### src/rtl/uart_pkg.sv
// Shared UART definitions: FCR trigger-level encodings and thresholds, LSR bit
// positions and IIR interrupt identification codes.
package uart_pkg;

  typedef enum logic [1:0] {
    TRIG_1  = 2'd0,
    TRIG_4  = 2'd1,
    TRIG_8  = 2'd2,
    TRIG_14 = 2'd3
  } trig_level_e;

  localparam logic [4:0] TRIG_THRESH_1  = 5'd1;
  localparam logic [4:0] TRIG_THRESH_4  = 5'd4;
  localparam logic [4:0] TRIG_THRESH_8  = 5'd8;
  localparam logic [4:0] TRIG_THRESH_14 = 5'd14;

  localparam int LSR_DR_BIT   = 0;
  localparam int LSR_OE_BIT   = 1;
  localparam int LSR_THRE_BIT = 5;
  localparam int LSR_TEMT_BIT = 6;

  localparam logic [3:0] IIR_ID_RDA = 4'h4;
  localparam logic [3:0] IIR_ID_CTO = 4'hC;

  function automatic logic [4:0] trig_threshold(input logic [1:0] lvl);
    logic [4:0] thr;
    case (trig_level_e'(lvl))
      TRIG_1:  thr = TRIG_THRESH_1;
      TRIG_4:  thr = TRIG_THRESH_4;
      TRIG_8:  thr = TRIG_THRESH_8;
      default: thr = TRIG_THRESH_14;
    endcase
    return thr;
  endfunction

endpackage

### src/rtl/uart_fifo_mem.sv
// DEPTH x 8 receive FIFO storage: synchronous write port, combinational read
// port so the head byte falls through to rd_data without a read cycle.
module uart_fifo_mem #(
  parameter int DEPTH  = 16,
  parameter int ADDR_W = $clog2(DEPTH)
) (
  input  logic              clk,
  input  logic              wr_en,
  input  logic [ADDR_W-1:0] wr_addr,
  input  logic [7:0]        wr_data,
  input  logic [ADDR_W-1:0] rd_addr,
  output logic [7:0]        rd_data
);

  logic [7:0] mem_reg [DEPTH];

  always_ff @(posedge clk) begin
    if (wr_en) begin
      mem_reg[wr_addr] <= wr_data;
    end
  end

  assign rd_data = mem_reg[rd_addr];

endmodule

### src/rtl/uart_rx_fifo.sv
// 16550-style receive FIFO with sticky overrun and trigger-level status.
// Define UART_RX_TIMEOUT_EN to build the character-timeout timer and timeout_irq.
module uart_rx_fifo
  import uart_pkg::*;
#(
  parameter int DEPTH          = 16,
  parameter int TIMEOUT_CYCLES = 360
) (
  input  logic                     clk,
  input  logic                     reset,
  input  logic                     rx_rdy,
  input  logic [7:0]               rx_data,
  input  logic                     rd_en,
  input  logic                     flush,
  input  logic                     clr_overrun,
  input  logic [1:0]               trig_level,
  output logic [7:0]               rd_data,
  output logic                     data_ready,
  output logic                     overrun,
  output logic [$clog2(DEPTH):0]   count,
  output logic                     trig_irq,
  output logic                     timeout_irq
);

  localparam int ADDR_W = $clog2(DEPTH);
  localparam int CNT_W  = ADDR_W + 1;
  localparam logic [CNT_W-1:0] FULL_CNT = CNT_W'(DEPTH);

  logic [ADDR_W-1:0] wr_ptr_reg, wr_ptr_next;
  logic [ADDR_W-1:0] rd_ptr_reg, rd_ptr_next;
  logic [CNT_W-1:0]  count_reg, count_next;
  logic              overrun_reg, overrun_next;

  logic full, empty;
  logic do_push, do_pop, overrun_evt, mem_wr_en;

  assign full  = (count_reg == FULL_CNT);
  assign empty = (count_reg == '0);

  // A pop on a full FIFO frees the slot the coincident push lands in.
  assign do_pop      = rd_en && !empty;
  assign do_push     = rx_rdy && (!full || do_pop);
  assign overrun_evt = rx_rdy && full && !do_pop;
  assign mem_wr_en   = do_push && !flush && !reset;

  uart_fifo_mem #(
    .DEPTH  (DEPTH),
    .ADDR_W (ADDR_W)
  ) u_mem (
    .clk     (clk),
    .wr_en   (mem_wr_en),
    .wr_addr (wr_ptr_reg),
    .wr_data (rx_data),
    .rd_addr (rd_ptr_reg),
    .rd_data (rd_data)
  );

  always_comb begin
    wr_ptr_next  = wr_ptr_reg;
    rd_ptr_next  = rd_ptr_reg;
    count_next   = count_reg;
    overrun_next = overrun_reg;
    if (flush) begin
      wr_ptr_next  = '0;
      rd_ptr_next  = '0;
      count_next   = '0;
      overrun_next = 1'b0;
    end else begin
      if (do_push) begin
        wr_ptr_next = wr_ptr_reg + ADDR_W'(1);
      end
      if (do_pop) begin
        rd_ptr_next = rd_ptr_reg + ADDR_W'(1);
      end
      if (do_push && !do_pop) begin
        count_next = count_reg + CNT_W'(1);
      end else if (!do_push && do_pop) begin
        count_next = count_reg - CNT_W'(1);
      end
      // A fresh overrun outranks a simultaneous LSR-read clear.
      if (overrun_evt) begin
        overrun_next = 1'b1;
      end else if (clr_overrun) begin
        overrun_next = 1'b0;
      end
    end
  end

  always_ff @(posedge clk) begin
    if (reset) begin
      wr_ptr_reg  <= '0;
      rd_ptr_reg  <= '0;
      count_reg   <= '0;
      overrun_reg <= 1'b0;
    end else begin
      wr_ptr_reg  <= wr_ptr_next;
      rd_ptr_reg  <= rd_ptr_next;
      count_reg   <= count_next;
      overrun_reg <= overrun_next;
    end
  end

  assign count      = count_reg;
  assign overrun    = overrun_reg;
  assign data_ready = !empty;
  assign trig_irq   = (int'(count_reg) >= int'(trig_threshold(trig_level)));

`ifdef UART_RX_TIMEOUT_EN
  localparam int TMR_W = $clog2(TIMEOUT_CYCLES + 1);
  localparam logic [TMR_W-1:0] TMR_MAX = TMR_W'(TIMEOUT_CYCLES);

  logic [TMR_W-1:0] timer_reg, timer_next;

  // Any FIFO activity restarts the idle measurement; it then saturates.
  always_comb begin
    timer_next = timer_reg;
    if (flush || do_push || do_pop || empty) begin
      timer_next = '0;
    end else if (timer_reg != TMR_MAX) begin
      timer_next = timer_reg + TMR_W'(1);
    end
  end

  always_ff @(posedge clk) begin
    if (reset) begin
      timer_reg <= '0;
    end else begin
      timer_reg <= timer_next;
    end
  end

  assign timeout_irq = (timer_reg == TMR_MAX) && !empty;
`else
  assign timeout_irq = 1'b0;
`endif

endmodule

### config.mk
export PLATFORM = sky130hd
export DESIGN_NAME = uart_rx_fifo
export DESIGN_NICKNAME = d
export VERILOG_FILES = /design/src/rtl/uart_pkg.sv /design/src/rtl/uart_fifo_mem.sv /design/src/rtl/uart_rx_fifo.sv
export SDC_FILE = /design/constraint.sdc
export NUM_CORES = 1
export LEC_CHECK = 0
export ABC_AREA = 0
export CAP_MARGIN = 15
export CORE_UTILIZATION = 38
export DETAILED_ROUTE_END_ITERATION = 8
export GPL_ROUTABILITY_DRIVEN = 0
export GPL_TIMING_DRIVEN = 1
export PLACE_DENSITY = 0.55
export RECOVER_POWER = 100
export SLEW_MARGIN = 20
export SYNTH_ARGS = -nofsm -noshare
export SYNTH_HDL_FRONTEND = slang
export SYNTH_SLANG_ARGS = --single-unit
### constraint.sdc
create_clock -name clk -period 2.77 [get_ports clk]
set_input_delay 0.4155 -clock clk [delete_from_list [all_inputs] [get_ports clk]]
set_output_delay 0.4155 -clock clk [all_outputs]
set_load 0.005 [all_outputs]
==> results <==
- Counting both buffers and inverters, the worst setup path holds a total of 2.
- Counting instances in the post-synthesis netlist gives the leading cell types as sky130_fd_sc_hd__edfxtp_1, sky130_fd_sc_hd__mux4_2, sky130_fd_sc_hd__nor2_1.
- The first global-routing pass estimated around 18000 um of wire.
- In the post-synthesis netlist, the biggest area contributors are sky130_fd_sc_hd__edfxtp_1, sky130_fd_sc_hd__mux4_2, sky130_fd_sc_hd__dfxtp_1.
- The region available for standard cell placement spans roughly 15000 um^2.
- The routed wirelength normalized by instance count is approximately 19 um.
- The largest single stage delay on the critical path is between 400 and 500 ps.
- The path type of the worst setup path is in2out.
- The post-detailed-placement cell area is ~6700 um^2.
- The worst setup path startpoint is trig_level[1].
- The first routing iteration left 184 violations.
- The number of buffers added on ports is 31.
- The number of unique standard cell types used by synthesis is 40.
- The data required time at the worst endpoint is approximately 2400 ps.
- The worst hold path begins at rd_ptr_reg[3]$_SDFFE_PP0N_.
- Across the VDD grid, the largest voltage drop is around 0.00043 V.
- The initial utilization of the core area, before any placement, comes to 0.390.
- Relative to the synthesized area, the layout overhead comes to 25.5%.
- The signal on the critical path passes through clkdlybuf4s50_1 > nor2_1 > ha_1 > nand2b_1 > a21o_1 > a21o_1 > a211o_1 > dlygate4sd2_1.
- In this run the worst path has a maximum fanout of 2.
- The tool flagged a number of max-cap violations equal to 0.
- The CTS clock-pin slew for the worst setup and hold paths is about 60 ps.
- The count of pins over their slew limit is 0.
- The count of fill cells added during filler insertion is 1326.
- The number of antenna violations at the first check in global routing is 0.
- The number of vias per cell is between 5 and 6.
- The floorplan has 45 rows.
- The final instance area is 7440 um^2.
- The final standard cell count with taps included and fillers excluded is approximately 600.
- The final net count is about 440.
- The floorplan step defined a die boundary enclosing around 16000 um^2.
- The netlist area before placement is ~5900 um^2.
- The first detailed-routing pass ran for 4 iterations.
- The critical path capture point type is an output pin.
- The clock latency on the worst-skew pair is 420 ps.
- No sink is reached through more buffers than the 2 on the longest clock path.
- The element type at the critical path start is an input port.
- When the netlist entered floorplanning its net count stood at ~360.
- Including well taps, the total number of placed cells is 570.
- The detailed router placed around 3200 vias in this run.
- The top cell family by delay on the critical path is buffers and inverters.
- The power density of the placed cells is ~750 nW/um^2.
- Derived from the worst setup path, the maximum achievable clock frequency is about 0.37 GHz.
- The final hold violation count came to 0.
- The remaining routing DRC violations is 0.
- The final antenna-violating net count is 0.
- The predominant post-synthesis flop cell is sky130_fd_sc_hd__edfxtp_1.
- The slowest cell on the critical path is sky130_fd_sc_hd__clkdlybuf4s50_1.
- The routed design has ~12000 um of wire.
- For this design the top-level I/O count stands at 33.
- For the pin with the worst max-slew slack, the measured transition is around 640 ps.
- The logic depth of the worst register-to-register path is 9.
- The overall die width is about 130 um.
- Summed over all cells, the static leakage comes to approximately 2.6 nW.
- For the final database, setup skew stands at ~8.8 ps.
- The worst hold path was traced through 2 stages.
- The most common cell in the synthesized netlist is sky130_fd_sc_hd__edfxtp_1.
- Counting stages on the worst path, the most repeated cell is sky130_fd_sc_hd__a21o_1.
- The number of cells produced by synthesis is between 300 and 400.
- The share of Yosys cell area claimed by the top area cell type is 0.649.
- The detailed placer's ending HPWL is 7690 um.
- The worst hold path belongs to the class reg2reg.
- The slack of the worst reg-to-reg path is 180 ps.
- TritonCTS built the clock tree.
- The share of the yosys chip area belonging to registers is 0.709.
- The design draws around 5.6 mW.
- The top cell type by total area after synthesis is sky130_fd_sc_hd__edfxtp_1.
- The count of endpoints failing setup in the final report is 0.
- The capture point of the worst reg-to-reg path is count[4]$_SDFFE_PP0P_.
- The number of global-route vias before repair is roughly 3200.
- The mean instance size in the synthesized netlist is roughly 18 um^2.
- Setup repair after global routing left no endpoint under its margin.
- The die is roughly 130 um tall.
- Counting flops with a built-in enable in the synthesized netlist gives 128.
- Headroom to the max-slew limit came out at 0.571.
- The flow ran to the end, and the final reports show no timing, DRC or antenna violations.
- The share of final-layout standard cells stronger than drive strength 1 is 0.232.
- The depth of the CTS H-tree is 4.
- The synthesis-stage register bit count is 146.
- The maximum number of pins on one net before global-route repair is 33.
- For this design, the sink count on the clock tree is ~150.
- Across every metal layer, demand over resource in global routing totals 0.159.
- The critical path arrival is roughly 2300 ps.
- The number of clock buffers inserted by TritonCTS is 17.
- The worst register-to-register path begins at count[2]$_SDFFE_PP0P_.
- The clock tree root buffer cell is sky130_fd_sc_hd__clkbuf_16.
- The worst min-delay path endpoint is rd_ptr_reg[3]$_SDFFE_PP0N_.
- The final worst-path cycle share is 0.972.
- The leftover overflow at the end of global routing is 0.
- The yosys synthesis warning count is 0.
- Of all flip-flops after synthesis, the portion carrying an async set or reset was 0.
- The clock period minus worst slack is approximately 2700 ps.
- The register with the most flip-flops in the layout has ~130 of them.
- The repair_antennas step left the layout with diodes totalling 0.
==> worst max path at each step <==
stage / to / slack [ps] / cells past startpoint
floorplan: count[3]$_SDFFE_PP0P_ / 230 / 10
global placement: trig_irq / -30 / 8
detailed placement: trig_irq / -120 / 8
CTS: rd_data[5] / 2 / 6
global route: rd_data[7] / 0.2 / 6
finish: trig_irq / 80 / 8
==> placed cells by master, fill, tap and decap left out, types with 7 or more instances in the layout <==
master / Yosys / layout
sky130_fd_sc_hd__a22oi_1: 16 / 11
sky130_fd_sc_hd__buf_4: 2 / 19
sky130_fd_sc_hd__bufinv_16: 0 / 7
sky130_fd_sc_hd__clkbuf_1: 3 / 24
sky130_fd_sc_hd__clkbuf_16: 0 / 17
sky130_fd_sc_hd__clkdlybuf4s50_1: 0 / 9
sky130_fd_sc_hd__dfxtp_1: 18 / 16
sky130_fd_sc_hd__dlygate4sd3_1: 0 / 14
sky130_fd_sc_hd__edfxtp_1: 128 / 128
sky130_fd_sc_hd__ha_1: 13 / 13
sky130_fd_sc_hd__inv_1: 7 / 7
sky130_fd_sc_hd__mux4_2: 32 / 32
sky130_fd_sc_hd__nand2_1: 16 / 16
sky130_fd_sc_hd__nor2_1: 31 / 31
==> per-layer routing <==
metal	wire length, um	global-route usage
met4	199	0.0693
met5	0	0
met1	5200	0.198
met2	6040	0.264
met3	470	0.0392
==> area by class of cell <==
type / count / area, um^2 / area share
Inverter: 7 / 26.3 / 0.00353
Clock inverter: 14 / 240 / 0.0323
Clock buffer: 18 / 429 / 0.0577
Tap cell: 188 / 235 / 0.0316
Timing Repair Buffer: 80 / 678 / 0.0911
Multi-Input combinational cell: 162 / 1620 / 0.218
Sequential cell: 146 / 4210 / 0.566
==> where the power goes <==
group / leakage (nW) / internal, mW / switching (mW) / total, mW
Combinational: 0.938 / 0.305 / 0.269 / 0.574
Sequential: 1.30 / 2.42 / 0.0166 / 2.43
Clock: 0.328 / 1.76 / 0.835 / 2.60
Total: 2.56 / 4.48 / 1.12 / 5.60
==> cell families after synthesis <==
family	count (synthesis)	share of synthesized area
AO/OA/AOI/OAI	36	0.0467
XOR/XNOR	5	0.00739
adder cells (fa/ha/maj)	14	0.0308
buffers and inverters	21	0.0186
flip-flops	146	0.709
multiplexers	34	0.125
other	1	0.000633
AND/OR/NAND/NOR	72	0.0616
==> stage by stage <==
| step | util | hold slack, ps | TNS (ps) | setup slack [ps] |
|---|---|---|---|---|
| finish | 0.489 | 493 | 0 | 78.8 |
| global route | 0.489 | 520 | 0 | 0.157 |
| CTS | 0.491 | 494 | 0 | 1.69 |
| detailed placement | 0.441 | 481 | -122 | -122 |
| global placement | 0.441 | 483 | -25.9 | -25.9 |
| floorplan | - | 459 | 0 | 230 |
==> what timing repair did <==
action	4_1_cts	5_1_grt
pin swaps	2	0
hold endpoints to repair	0	0
endpoints found under the setup margin	7	6
buffers inserted	4	8
resized for setup	11	9
hold buffers	0	0
cloned	1	0
==> worst register-to-register path, delay by kind of cell (launching register included) <==
family / cells / cell delay, ps
compound gates: 5 / 960
simple gates: 1 / 600
fa+ha+maj: 2 / 550
flops: 1 / 320
buf+inv: 1 / 110
(Power assumes the default switching activity.)
